===== src/rtl/cam_fb_pkg.sv =====
// Shared frame-buffer definitions used by the camera writer and the QVGA display reader.
package cam_fb_pkg;

    localparam int QVGA_H    = 320;
    localparam int QVGA_V    = 240;
    localparam int FB_ADDR_W = 17;
    localparam int FB_DEPTH  = 76800;

    typedef struct packed {
        logic [4:0] r;
        logic [5:0] g;
        logic [4:0] b;
    } rgb565_t;

    typedef enum logic [1:0] {
        WAIT_VS = 2'd0,
        VS_HIGH = 2'd1,
        ACTIVE  = 2'd2
    } fw_state_e;

    function automatic rgb565_t pack_rgb565(input logic [7:0] hi, input logic [7:0] lo);
        return rgb565_t'({hi, lo});
    endfunction

endpackage


===== src/rtl/sync_edge_det.sv =====
// Registers camera VSYNC/HREF and flags their edges against the previous sample.
module sync_edge_det (
    input  logic clk,
    input  logic reset_n,
    input  logic vsync_i,
    input  logic href_i,
    output logic vs_rise_o,
    output logic vs_fall_o,
    output logic hr_fall_o
);

    logic vsync_q;
    logic href_q;

    // previous-cycle copies of the sync inputs
    always_ff @(posedge clk or negedge reset_n) begin
        if (!reset_n) begin
            vsync_q <= 1'b0;
            href_q  <= 1'b0;
        end else begin
            vsync_q <= vsync_i;
            href_q  <= href_i;
        end
    end

    assign vs_rise_o = vsync_i & ~vsync_q;
    assign vs_fall_o = ~vsync_i & vsync_q;
    assign hr_fall_o = ~href_i & href_q;

endmodule


===== src/rtl/ov7670_frame_writer.sv =====
// OV7670 byte-pair capture into a linear y*H_PIXELS+x RGB565 frame buffer.
// Optional FRAME_WRITER_ERR_EN adds a sticky line_err output for malformed lines/frames.
module ov7670_frame_writer
    import cam_fb_pkg::*;
#(
    parameter int H_PIXELS = QVGA_H,
    parameter int V_LINES  = QVGA_V,
    parameter int ADDR_W   = FB_ADDR_W
) (
    input  logic              clk,
    input  logic              reset_n,
    input  logic              vsync,
    input  logic              href,
    input  logic [7:0]        data,
    output logic              wclk,
    output logic              we,
    output logic [ADDR_W-1:0] wAddr,
    output logic [15:0]       wData,
    output logic              frame_done
`ifdef FRAME_WRITER_ERR_EN
    ,
    output logic              line_err
`endif
);

    localparam int XW = $clog2(H_PIXELS + 1);
    localparam int YW = $clog2(V_LINES + 1);
    localparam logic [XW-1:0]     X_MAX     = XW'(H_PIXELS);
    localparam logic [YW-1:0]     Y_MAX     = YW'(V_LINES);
    localparam logic [ADDR_W-1:0] LINE_STEP = ADDR_W'(H_PIXELS);

    fw_state_e         state_q, state_d;
    logic              phase_q, phase_d;
    logic [XW-1:0]     x_q, x_d;
    logic [YW-1:0]     y_q, y_d;
    logic [ADDR_W-1:0] base_q, base_d;
    logic [7:0]        hi_q, hi_d;
    logic              we_q, we_d;
    logic [ADDR_W-1:0] addr_q, addr_d;
    rgb565_t           wdata_q, wdata_d;
    logic              done_q, done_d;
    logic              vs_rise, vs_fall, hr_fall;
`ifdef FRAME_WRITER_ERR_EN
    logic              x_ovf_q, x_ovf_d;
    logic              y_ovf_q, y_ovf_d;
    logic              err_q, err_d;
`endif

    sync_edge_det u_edge (
        .clk       (clk),
        .reset_n   (reset_n),
        .vsync_i   (vsync),
        .href_i    (href),
        .vs_rise_o (vs_rise),
        .vs_fall_o (vs_fall),
        .hr_fall_o (hr_fall)
    );

    // frame FSM, byte pairing and line bookkeeping; line_base advances by addition only
    always_comb begin
        state_d = state_q;
        phase_d = phase_q;
        x_d     = x_q;
        y_d     = y_q;
        base_d  = base_q;
        hi_d    = hi_q;
        we_d    = 1'b0;
        addr_d  = addr_q;
        wdata_d = wdata_q;
        done_d  = 1'b0;
`ifdef FRAME_WRITER_ERR_EN
        x_ovf_d = x_ovf_q;
        y_ovf_d = y_ovf_q;
        err_d   = vs_fall ? 1'b0 : err_q;
`endif
        case (state_q)
            WAIT_VS: begin
                if (vs_rise) state_d = VS_HIGH;
                else         state_d = WAIT_VS;
            end
            VS_HIGH: begin
                if (vs_fall) begin
                    state_d = ACTIVE;
                    phase_d = 1'b0;
                    x_d     = '0;
                    y_d     = '0;
                    base_d  = '0;
`ifdef FRAME_WRITER_ERR_EN
                    x_ovf_d = 1'b0;
                    y_ovf_d = 1'b0;
`endif
                end else begin
                    state_d = VS_HIGH;
                end
            end
            ACTIVE: begin
                if (vs_rise) begin
                    // frame end wins over any byte arriving in the same cycle
                    state_d = VS_HIGH;
                    done_d  = 1'b1;
`ifdef FRAME_WRITER_ERR_EN
                    if (y_q != Y_MAX || y_ovf_q) err_d = 1'b1;
                    else                         err_d = err_q;
`endif
                end else if (href) begin
                    if (!phase_q) begin
                        hi_d    = data;
                        phase_d = 1'b1;
                    end else begin
                        phase_d = 1'b0;
                        if (x_q < X_MAX && y_q < Y_MAX) begin
                            we_d    = 1'b1;
                            addr_d  = base_q + ADDR_W'(x_q);
                            wdata_d = pack_rgb565(hi_q, data);
                        end else begin
                            we_d = 1'b0;
                        end
                        if (x_q < X_MAX) begin
                            x_d = x_q + XW'(1);
                        end else begin
                            x_d = x_q;
`ifdef FRAME_WRITER_ERR_EN
                            x_ovf_d = 1'b1;
`endif
                        end
                    end
                end else if (hr_fall) begin
                    x_d     = '0;
                    phase_d = 1'b0;
                    if (x_q != '0) begin
                        if (y_q < Y_MAX) begin
                            y_d    = y_q + YW'(1);
                            base_d = base_q + LINE_STEP;
                        end else begin
                            y_d = y_q;
`ifdef FRAME_WRITER_ERR_EN
                            y_ovf_d = 1'b1;
`endif
                        end
                    end else begin
                        y_d = y_q;
                    end
`ifdef FRAME_WRITER_ERR_EN
                    x_ovf_d = 1'b0;
                    if (x_q != X_MAX || x_ovf_q) err_d = 1'b1;
                    else                         err_d = err_q;
`endif
                end else begin
                    state_d = ACTIVE;
                end
            end
            default: state_d = WAIT_VS;
        endcase
    end

    // state and registered frame-buffer outputs
    always_ff @(posedge clk or negedge reset_n) begin
        if (!reset_n) begin
            state_q <= WAIT_VS;
            phase_q <= 1'b0;
            x_q     <= '0;
            y_q     <= '0;
            base_q  <= '0;
            hi_q    <= 8'h00;
            we_q    <= 1'b0;
            addr_q  <= '0;
            wdata_q <= '0;
            done_q  <= 1'b0;
`ifdef FRAME_WRITER_ERR_EN
            x_ovf_q <= 1'b0;
            y_ovf_q <= 1'b0;
            err_q   <= 1'b0;
`endif
        end else begin
            state_q <= state_d;
            phase_q <= phase_d;
            x_q     <= x_d;
            y_q     <= y_d;
            base_q  <= base_d;
            hi_q    <= hi_d;
            we_q    <= we_d;
            addr_q  <= addr_d;
            wdata_q <= wdata_d;
            done_q  <= done_d;
`ifdef FRAME_WRITER_ERR_EN
            x_ovf_q <= x_ovf_d;
            y_ovf_q <= y_ovf_d;
            err_q   <= err_d;
`endif
        end
    end

    assign wclk       = clk;
    assign we         = we_q;
    assign wAddr      = addr_q;
    assign wData      = wdata_q;
    assign frame_done = done_q;
`ifdef FRAME_WRITER_ERR_EN
    assign line_err   = err_q;
`endif

endmodule

===== config.mk =====
export PLATFORM = sky130hd
export DESIGN_NAME = ov7670_frame_writer
export DESIGN_NICKNAME = d
export VERILOG_FILES = /design/src/rtl/cam_fb_pkg.sv /design/src/rtl/sync_edge_det.sv /design/src/rtl/ov7670_frame_writer.sv
export SDC_FILE = /design/constraint.sdc
export NUM_CORES = 1
export LEC_CHECK = 0
export CAP_MARGIN = 10
export CORE_ASPECT_RATIO = 0.9
export CORE_UTILIZATION = 45
export CTS_BUF_LIST = sky130_fd_sc_hd__clkbuf_4 sky130_fd_sc_hd__clkbuf_8 sky130_fd_sc_hd__clkbuf_16
export DETAILED_ROUTE_END_ITERATION = 10
export PLACE_DENSITY = 0.77
export SYNTH_ARGS = -nofsm -noshare
export SYNTH_HDL_FRONTEND = slang
export SYNTH_SLANG_ARGS = --single-unit

===== constraint.sdc =====
create_clock -name clk -period 5.5 [get_ports clk]
set_clock_uncertainty 0.1 [all_clocks]
set_input_delay 0.55 -clock clk [delete_from_list [all_inputs] [get_ports clk]]
set_output_delay 0.55 -clock clk [all_outputs]
set_load 0.005 [all_outputs]

==> flow_metrics.env, run 1 <==
export IMPL_dr_first_iter_drc_count=195
export IMPL_postCtsHoldBufs=0
export IMPL_end_kind="output pin"
export IMPL_place_area_sq_um=4310
export IMPL_cp_required_ns=4.85
export IMPL_grt_pass1_wl_microns=13300
export IMPL_p_leak_nw=1.95
export IMPL_layout_commonest_cell="dfrtp_1"
export IMPL_multi_input_area_sq_um=1760
export IMPL_drive_above_1_share_pct=15.6
export IMPL_tns_ns=0
export IMPL_clk_latency_ns=0.45
export IMPL_drt_total_wl_microns=7660
export IMPL_outcome="completed"
export IMPL_synthCells=357
export IMPL_worst_pin_slew_ns=0.969
export IMPL_grt_start_max_net_pins=77
export IMPL_drc=0
export IMPL_die_w_microns=98.9
export IMPL_core_area_sq_um=8110
export IMPL_antenna_cells=0
export IMPL_seqCellArea_sq_um=1900
export IMPL_p_per_area_nw_per_um2=356
export IMPL_ir_worst_vdd_uv=217
export IMPL_synth_area_sq_um=3800
export IMPL_power_w=0.00162
export IMPL_synth_edf_count=0
export IMPL_initial_core_util_pct=46.9
export IMPL_avgViaCountPerCell=5.53
export IMPL_crit_type="clock port to output pin"
export IMPL_ys_seq_elements=76
export IMPL_gp_congestion=0.806
export IMPL_synth_cell_type_count=50
export IMPL_yosys_warnings=0
export IMPL_portBuffers=47
export IMPL_finalSetupViolCount=0
export IMPL_p_int_w=0.00113
export IMPL_path_max_fanout=2
export IMPL_clock_power_share_pct=30.7
export IMPL_synth_flop_cell="dfrtp_1"
export IMPL_globalRouteTotalUtil_pct=19.4
export IMPL_fill_cells=693
export IMPL_grt_overflow_total=0
export IMPL_cts_tree="yes"
export IMPL_area_growth_pct=19.6
export IMPL_clk_pin_slew_ns=0.08
export IMPL_post_cts_setup_buffer_count=0
export IMPL_combinationalPowerShare_pct=25.6
export IMPL_grt_setup_unrepaired="false"
export IMPL_grt_pass1_vias=2805
export IMPL_maxSlewHeadroom_pct=35.4
export IMPL_syn_avg_cell_area_sq_um=10.7
export IMPL_die_area_sq_um=8820
export IMPL_slew_violations=0
export IMPL_hold_viol=0
export IMPL_num_rows=31
export IMPL_synth_nets=381
export IMPL_share_seq_of_total_power_pct=43.8
export IMPL_vias=2775
export IMPL_final_cell_area_sq_um=4550
export IMPL_hp_class="input port to asynchronous set/reset pin"
export IMPL_die_y_microns=89.2
export IMPL_cap_violations=0
export IMPL_postRouteAntennaNets=0
export IMPL_dp_hpwl_microns=5080
export IMPL_antenna_found_initial=0
export IMPL_switching_share_pct=30.2
export IMPL_nets=422
export IMPL_cp_arrival_ns=3.40
export IMPL_final_cell_mix="76 x dfrtp_1, 46 x clkdlybuf4s50_1, 33 x nand2_1"
export IMPL_firstDrtPassIters=4
export IMPL_yosysSeqAreaShare_pct=50.0
export IMPL_power_switching_w=0.000489
export IMPL_ios=48
export IMPL_synth_async_sr_flop_share_pct=100
export IMPL_start_kind="clock port"
export IMPL_cts_repair_resized=0
export IMPL_wl_per_cell_microns=15.3
power groups by stage:
stage	registers [W]	clock network, W	logic (W)
after floorplan	0.000711	0.0000118	0.000239
after global placement	0.000714	0.0000153	0.000405
after CTS	0.000710	0.000511	0.000420
after global routing	0.000723	0.000535	0.000460
after detailed placement	0.000719	0.0000153	0.000417
final	0.000709	0.000497	0.000414
cell families after synthesis:
logic type      Yosys count  share of synthesized area [%]
compound gates           70                           12.6
buf+inv                  33                           3.82
other cells               1                         0.0986
mux                      36                           10.5
flops                    76                           50.0
fa+ha+maj                12                           3.95
simple gates            116                           16.1
xor+xnor                 13                           2.99
routing by layer:
metal / wire (microns) / track usage (%) / vias to the layer above / share of wire, %
met5: 0 / 0 / - / 0
met3: 413 / 7.43 / 4 / 5.4
met2: 3730 / 31.1 / 66 / 49
li1: - / - / 1358 / -
met4: 48 / 6.38 / 0 / 0.63
met1: 3460 / 24.5 / 1347 / 45
worst max-delay path: stages:
cell and delay (ns):
clkbuf_8 0.11, clkbuf_8 0.11, clkdlybuf4s50_1 0.43
synthesized netlist by cell type (2+ instances only):
cell type,instances,area [sq um]
a21o_1,3,22.5
a21oi_1,18,90.1
a2bb2oi_1,2,17.5
and2_1,2,12.5
and3_1,5,31.3
buf_2,8,40.0
clkbuf_1,11,41.3
dfrtp_1,76,1900
ha_1,12,150
inv_1,11,41.3
mux2_2,32,360
mux2i_1,4,40.0
nand2_1,33,124
nand2b_1,3,18.8
nand3_1,13,65.1
nand4_1,4,25.0
nor2_1,22,82.6
nor2b_1,3,18.8
nor3_1,2,10.0
nor3_2,2,20.0
nor4_1,13,81.3
nor4b_1,3,26.3
o21ai_0,20,100
o22a_1,11,96.3
o31ai_1,3,22.5
o41ai_1,2,17.5
or2_2,2,12.5
or3_1,4,25.0
xnor2_1,12,105
final cells by class:
cell class | instances | area share [%]
Tap cell | 99 | 2.72
Sequential cell | 76 | 41.8
Inverter | 12 | 0.990
Clock inverter | 7 | 1.62
Multi-Input combinational cell | 248 | 38.8
Timing Repair Buffer | 47 | 10.2
Clock buffer | 13 | 3.85
final timing paths:
path	from	slack, ns	end	cells past startpoint
setup / recovery	clk	1.45	wclk	3
hold / removal	reset_n	0.14	wData[4]$_DFFE_PN0P_	1
setup reg to reg	state_q[0]$_DFFE_PN0P_	2.30	wData[14]$_DFFE_PN0P_	6
hold reg to reg	y_q[0]$_DFFE_PN0P_	0.41	y_q[0]$_DFFE_PN0P_	1
max in group asynchronous	reset_n	4.55	base_q[9]$_DFFE_PN0P_	1
min in group clk	y_q[0]$_DFFE_PN0P_	0.41	y_q[0]$_DFFE_PN0P_	1
sequential cells by signal, summed over array words and instances (netlist names):
| register | cells |
|---|---|
| wData | 16 |
| wAddr | 17 |
| x_q | 9 |
| u_edge.vsync_q | 1 |
| phase_q | 1 |
| y_q | 8 |
| we | 1 |
| state_q | 2 |
| hi_q | 8 |
| frame_done | 1 |
| base_q | 11 |
| u_edge.href_q | 1 |
per-stage QoR:
stage               cells  utilization (%)  hold slack, ns  setup WS, ns
floorplan             357                -           0.154          1.99
global placement      483             53.2           0.385          1.69
detailed placement    483             53.2           0.389          1.69
CTS                   502             56.1           0.164          1.45
global route          502             56.1           0.198          1.43
finish                502             56.1           0.136          1.45
(Power assumes the default switching activity.)
==> run 2, diff against run 1 <==
PLACE_DENSITY = 0.8   (was 0.77)
clock period = 3.49 ns   (was 5.5 ns; I/O delays follow)
==> run 2 against run 1 <==
  * Die area unchanged
  * Global-route usage decreased by 0.10 points
  * Clock power is 73% higher
  * Worst hold slack improved by 0.16 ns
  * Critical path depth unchanged
  * Non-clock buffer count grew 5
  * Combinational power grew 61%
  * Critical path type unchanged
  * Critical endpoint unchanged
  * Largest cell class unchanged
  * Largest power group unchanged
==> flow_metrics.env, run 2 (synthesis gave the netlist of run 1 again) <==
export IMPL_outcome="completed"
export IMPL_grt_pass1_wl_microns=13200
export IMPL_ios=48
export IMPL_start_kind="clock port"
export IMPL_rr_worst_depth=6
export IMPL_die_w_microns=98.9
export IMPL_num_rows=31
export IMPL_largest_reg_flops=17
export IMPL_drc=0
export IMPL_finalSetupViolCount=0
export IMPL_vias=2887
export IMPL_hold_viol=0
export IMPL_grt_setup_unrepaired="false"
export IMPL_avgViaCountPerCell=5.69
export IMPL_slew_violations=0
export IMPL_gp_congestion=0.804
export IMPL_maxSlewHeadroom_pct=37.0
export IMPL_drive_above_1_share_pct=16.4
export IMPL_fill_cells=673
export IMPL_endpoint="wclk"
export IMPL_nets=427
export IMPL_die_area_sq_um=8820
export IMPL_reg2reg_to="wData[2]$_DFFE_PN0P_"
export IMPL_multi_input_area_sq_um=1760
export IMPL_cp_required_ns=3.04
export IMPL_startpoint="clk"
export IMPL_core_area_sq_um=8110
export IMPL_hp_class="input port to flip-flop"
export IMPL_seqCellArea_sq_um=1900
export IMPL_reg2reg_from="state_q[0]$_DFFE_PN0P_"
export IMPL_clk_pin_slew_ns=0.08
export IMPL_post_cts_setup_buffer_count=0
export IMPL_grt_pass1_vias=2852
export IMPL_ir_worst_vdd_uv=435
export IMPL_dp_hpwl_microns=5250
export IMPL_dr_first_iter_drc_count=158
export IMPL_layout_commonest_cell="dfrtp_1"
export IMPL_globalRouteTotalUtil_pct=19.3
export IMPL_end_kind="output pin"
export IMPL_antenna_cells=0
export IMPL_die_y_microns=89.2
export IMPL_cts_tree="yes"
export IMPL_p_leak_nw=1.98
export IMPL_cap_violations=0
export IMPL_cp_arrival_ns=2.40
export IMPL_portBuffers=47
export IMPL_p_per_area_nw_per_um2=572
export IMPL_grt_overflow_total=0
export IMPL_path_max_fanout=2
export IMPL_drt_total_wl_microns=7850
export IMPL_whs_ns=0.299
export IMPL_clk_latency_ns=0.46
export IMPL_firstDrtPassIters=4
export IMPL_fin_util_pct=56.9
export IMPL_postRouteAntennaNets=0
export IMPL_grt_start_max_net_pins=77
export IMPL_tns_ns=0
export IMPL_final_cell_mix="76 x dfrtp_1, 46 x clkdlybuf4s50_1, 33 x nand2_1"
export IMPL_initial_core_util_pct=46.9
export IMPL_antenna_found_initial=0
export IMPL_worst_pin_slew_ns=0.945
export IMPL_r2r_setup_slack_ns=0.91
export IMPL_area_growth_pct=21.3
export IMPL_wl_per_cell_microns=15.5
export IMPL_crit_type="clock port to output pin"
==> run 2: cell types whose count changed in the layout (fill, tap and decap cells not counted), sizes merged <==
cell / previous run / this run
buf: 2 / 6
clkinvlp: 1 / 2
inv: 13 / 11
bufinv: 1 / 2
dlygate4sd3: 0 / 1
==> run 2: metrics by stage <==
step	setup slack, ns	instance area, sq um	std cells	power, W
floorplan	1.19	3800	357	0.00152
global placement	0.882	4340	487	0.00179
detailed placement	0.839	4340	487	0.00182
CTS	0.635	4620	507	0.00267
global route	0.606	4620	507	0.00279
finish	0.641	4620	507	0.00264
==> run 2: final cells by class <==
cell class                 count  area share, %
clock buffer                  13           3.80
clock inverter                 7           2.20
inverter                      12          0.976
multi-input combinational    248           38.2
sequential                    76           41.2
tap                           99           2.68
timing repair buffer          52           11.0
==> run 2: critical path, stage by stage <==
cell	delay, ns
clkbuf_8	0.11
clkbuf_8	0.12
clkdlybuf4s50_1	0.43
==> run 2: how the worst min path moves through the flow <==
stage                                    start                  endpoint  cells after the start
after floorplan                        reset_n    base_q[10]$_DFFE_PN0P_                      0
after global placement     hi_q[7]$_DFFE_PN0P_     wData[15]$_DFFE_PN0P_                      1
after detailed placement  wData[5]$_DFFE_PN0P_      wData[5]$_DFFE_PN0P_                      1
after CTS                                vsync  u_edge.vsync_q$_DFF_PN0_                      1
after global routing                     vsync  u_edge.vsync_q$_DFF_PN0_                      1
final                                    vsync  u_edge.vsync_q$_DFF_PN0_                      1
==> run 2: timing repair <==
| action | 4_1_cts | 5_1_grt |
|---|---|---|
| endpoints found under the hold margin | 76 | 0 |
| gates resized for setup | 0 | 0 |
| hold buffers | 1 | 0 |
==> run 2: metal layers <==
layer / vias up / share of wire, % / track usage (%)
met5: - / 0 / 0
met2: 82 / 48 / 31.7
li1: 1371 / - / -
met4: 0 / 1.3 / 5.83
met3: 12 / 6.0 / 7.58
met1: 1422 / 45 / 23.8
==> run 2: power by group <==
group / leakage (nW) / switching [W] / total, W / internal (W)
clock network: 0.131 / 0.000361 / 0.000858 / 0.000498
registers: 1.03 / 0.0000878 / 0.00111 / 0.00103
logic: 0.814 / 0.000330 / 0.000666 / 0.000337
==> run 3, diff against run 2 <==
clock period = 2.52 ns   (was 3.49 ns; I/O delays follow)
==> run 3 against run 2 <==
  * Via count up 1.1%
  * Critical path depth increased by 4
  * Routed wire length rose by 4.0%
  * Design area grew 0.51%
  * Cell count up 0.99%
  * Combinational power rose by 45%
  * Total power rose by 37%
  * Clock power increased by 28%
  * Non-clock buffer count is 5 higher
  * Die area is the same
  * Worst setup slack got worse by 0.49 ns
  * Critical endpoint is now x_q[3]$_DFFE_PN0P_
==> flow_metrics.env, run 3 (synthesis gave the netlist of run 1 again) <==
export IMPL_dr_first_iter_drc_count=159
export IMPL_path_max_fanout=7
export IMPL_die_w_microns=98.9
export IMPL_timing_final_crit_share_pct=94.2
export IMPL_portBuffers=47
export IMPL_slowest_delay_ns=0.45
export IMPL_combinationalPowerShare_pct=26.8
export IMPL_cts_repair_resized=0
export IMPL_outcome="completed"
export IMPL_end_kind="flip-flop"
export IMPL_critical_path_cell_chain="inv_1 > ha_1 > nor3b_4 > a2111oi_4 > nand4_2 > or3b_1 > nand2_1"
export IMPL_grt_pass1_vias=2922
export IMPL_tns_ns=0
export IMPL_grt_overflow_total=0
export IMPL_cp_slowest_cell="a2111oi_4"
export IMPL_min_path_cells=1
export IMPL_vias=2918
export IMPL_final_cell_area_sq_um=4640
export IMPL_nets=432
export IMPL_final_cell_mix="76 x dfrtp_1, 46 x clkdlybuf4s50_1, 33 x nand2_1"
export IMPL_place_area_sq_um=4390
export IMPL_cap_violations=0
export IMPL_p_int_w=0.00251
export IMPL_cp_required_ns=2.82
export IMPL_maxSlewHeadroom_pct=35.5
export IMPL_postCtsHoldBufs=1
export IMPL_ir_worst_vdd_uv=472
export IMPL_drive_above_1_share_pct=17.4
export IMPL_avgViaCountPerCell=5.70
export IMPL_start_kind="flip-flop"
export IMPL_p_leak_nw=1.99
export IMPL_dp_hpwl_microns=5500
export IMPL_post_cts_setup_buffer_count=0
export IMPL_worst_pin_slew_ns=0.968
export IMPL_cp_arrival_ns=2.68
export IMPL_die_y_microns=89.2
export IMPL_postRouteAntennaNets=0
export IMPL_share_seq_of_total_power_pct=42.7
export IMPL_grt_setup_unrepaired="false"
export IMPL_drc=0
export IMPL_die_area_sq_um=8820
export IMPL_clk_pin_slew_ns=0.08
export IMPL_crit_type="flip-flop to flip-flop"
export IMPL_firstDrtPassIters=4
export IMPL_grt_pass1_wl_microns=13500
export IMPL_power_switching_w=0.00110
export IMPL_clock_power_share_pct=30.5
export IMPL_finalSetupViolCount=0
export IMPL_initial_core_util_pct=46.9
export IMPL_largest_reg_flops=17
export IMPL_max_freq_mhz=421
export IMPL_antenna_found_initial=0
export IMPL_num_rows=31
export IMPL_antenna_cells=0
export IMPL_layout_commonest_cell="dfrtp_1"
export IMPL_period_needed_ns=2.37
export IMPL_cts_tree="yes"
export IMPL_p_per_area_nw_per_um2=778
export IMPL_wl_per_cell_microns=15.9
export IMPL_clk_latency_ns=0.46
export IMPL_grt_start_max_net_pins=77
export IMPL_switching_share_pct=30.4
export IMPL_slew_violations=0
export IMPL_ios=48
export IMPL_core_area_sq_um=8110
export IMPL_rr_worst_depth=7
export IMPL_hold_viol=0
export IMPL_gp_congestion=0.861
export IMPL_area_growth_pct=22.0
export IMPL_drt_total_wl_microns=8170
export IMPL_hp_class="input port to flip-flop"
export IMPL_globalRouteTotalUtil_pct=20.3
[run 3: final cells by class]
| cell class | count | area (sq um) |
|---|---|---|
| Clock buffer | 13 | 175 |
| Timing Repair Buffer | 57 | 556 |
| Fill cell | 679 | 3470 |
| Inverter | 12 | 45.0 |
| Clock inverter | 7 | 75.1 |
| Sequential cell | 76 | 1900 |
| Multi-Input combinational cell | 248 | 1760 |
| Tap cell | 99 | 124 |
[run 3: stage by stage]
step | hold WS (ns) | cells | utilization, % | setup WS (ns) | total power [W]
global route | 0.196 | 512 | 57.2 | 0.00964 | 0.00382
CTS | 0.192 | 512 | 57.2 | 0.167 | 0.00364
detailed placement | 0.361 | 492 | 54.1 | 0.184 | 0.00257
finish | 0.200 | 512 | 57.2 | 0.147 | 0.00361
global placement | 0.357 | 492 | 54.1 | 0.236 | 0.00253
floorplan | -0.144 | 357 | - | 0.417 | 0.00210
[run 3: layer usage]
metal | part of all wire (%) | track usage (%)
met1 | 43 | 24.4
met2 | 48 | 32.2
met3 | 6.7 | 7.90
met4 | 2.4 | 10.3
met5 | 0 | 0
[run 3: critical path, delay by kind of cell (launching register included)]
family | cells | cell delay, ns
compound gates | 1 | 0.45
fa+ha+maj | 1 | 0.31
buf+inv | 1 | 0.09
flops | 1 | 0.41
simple gates | 4 | 0.94
[run 3: final timing paths]
| kind | start | end | slack (ns) |
|---|---|---|---|
| setup reg to reg | state_q[0]$_DFFE_PN0P_ | x_q[3]$_DFFE_PN0P_ | 0.15 |
| hold / removal | vsync | u_edge.vsync_q$_DFF_PN0_ | 0.20 |
| hold reg to reg | hi_q[7]$_DFFE_PN0P_ | wData[15]$_DFFE_PN0P_ | 0.40 |
| max in group asynchronous | reset_n | y_q[6]$_DFFE_PN0P_ | 1.32 |
| setup / recovery | state_q[0]$_DFFE_PN0P_ | x_q[3]$_DFFE_PN0P_ | 0.15 |
| min in group asynchronous | reset_n | wData[3]$_DFFE_PN0P_ | 0.35 |
[run 3: power groups by stage]
stage                     combinational, W  sequential [W]  clock [W]
after CTS                         0.000972         0.00154    0.00112
after detailed placement          0.000965         0.00157  0.0000334
after floorplan                   0.000521         0.00155  0.0000257
after global placement            0.000937         0.00156  0.0000334
after global routing               0.00106         0.00157    0.00119
final                             0.000966         0.00154    0.00110
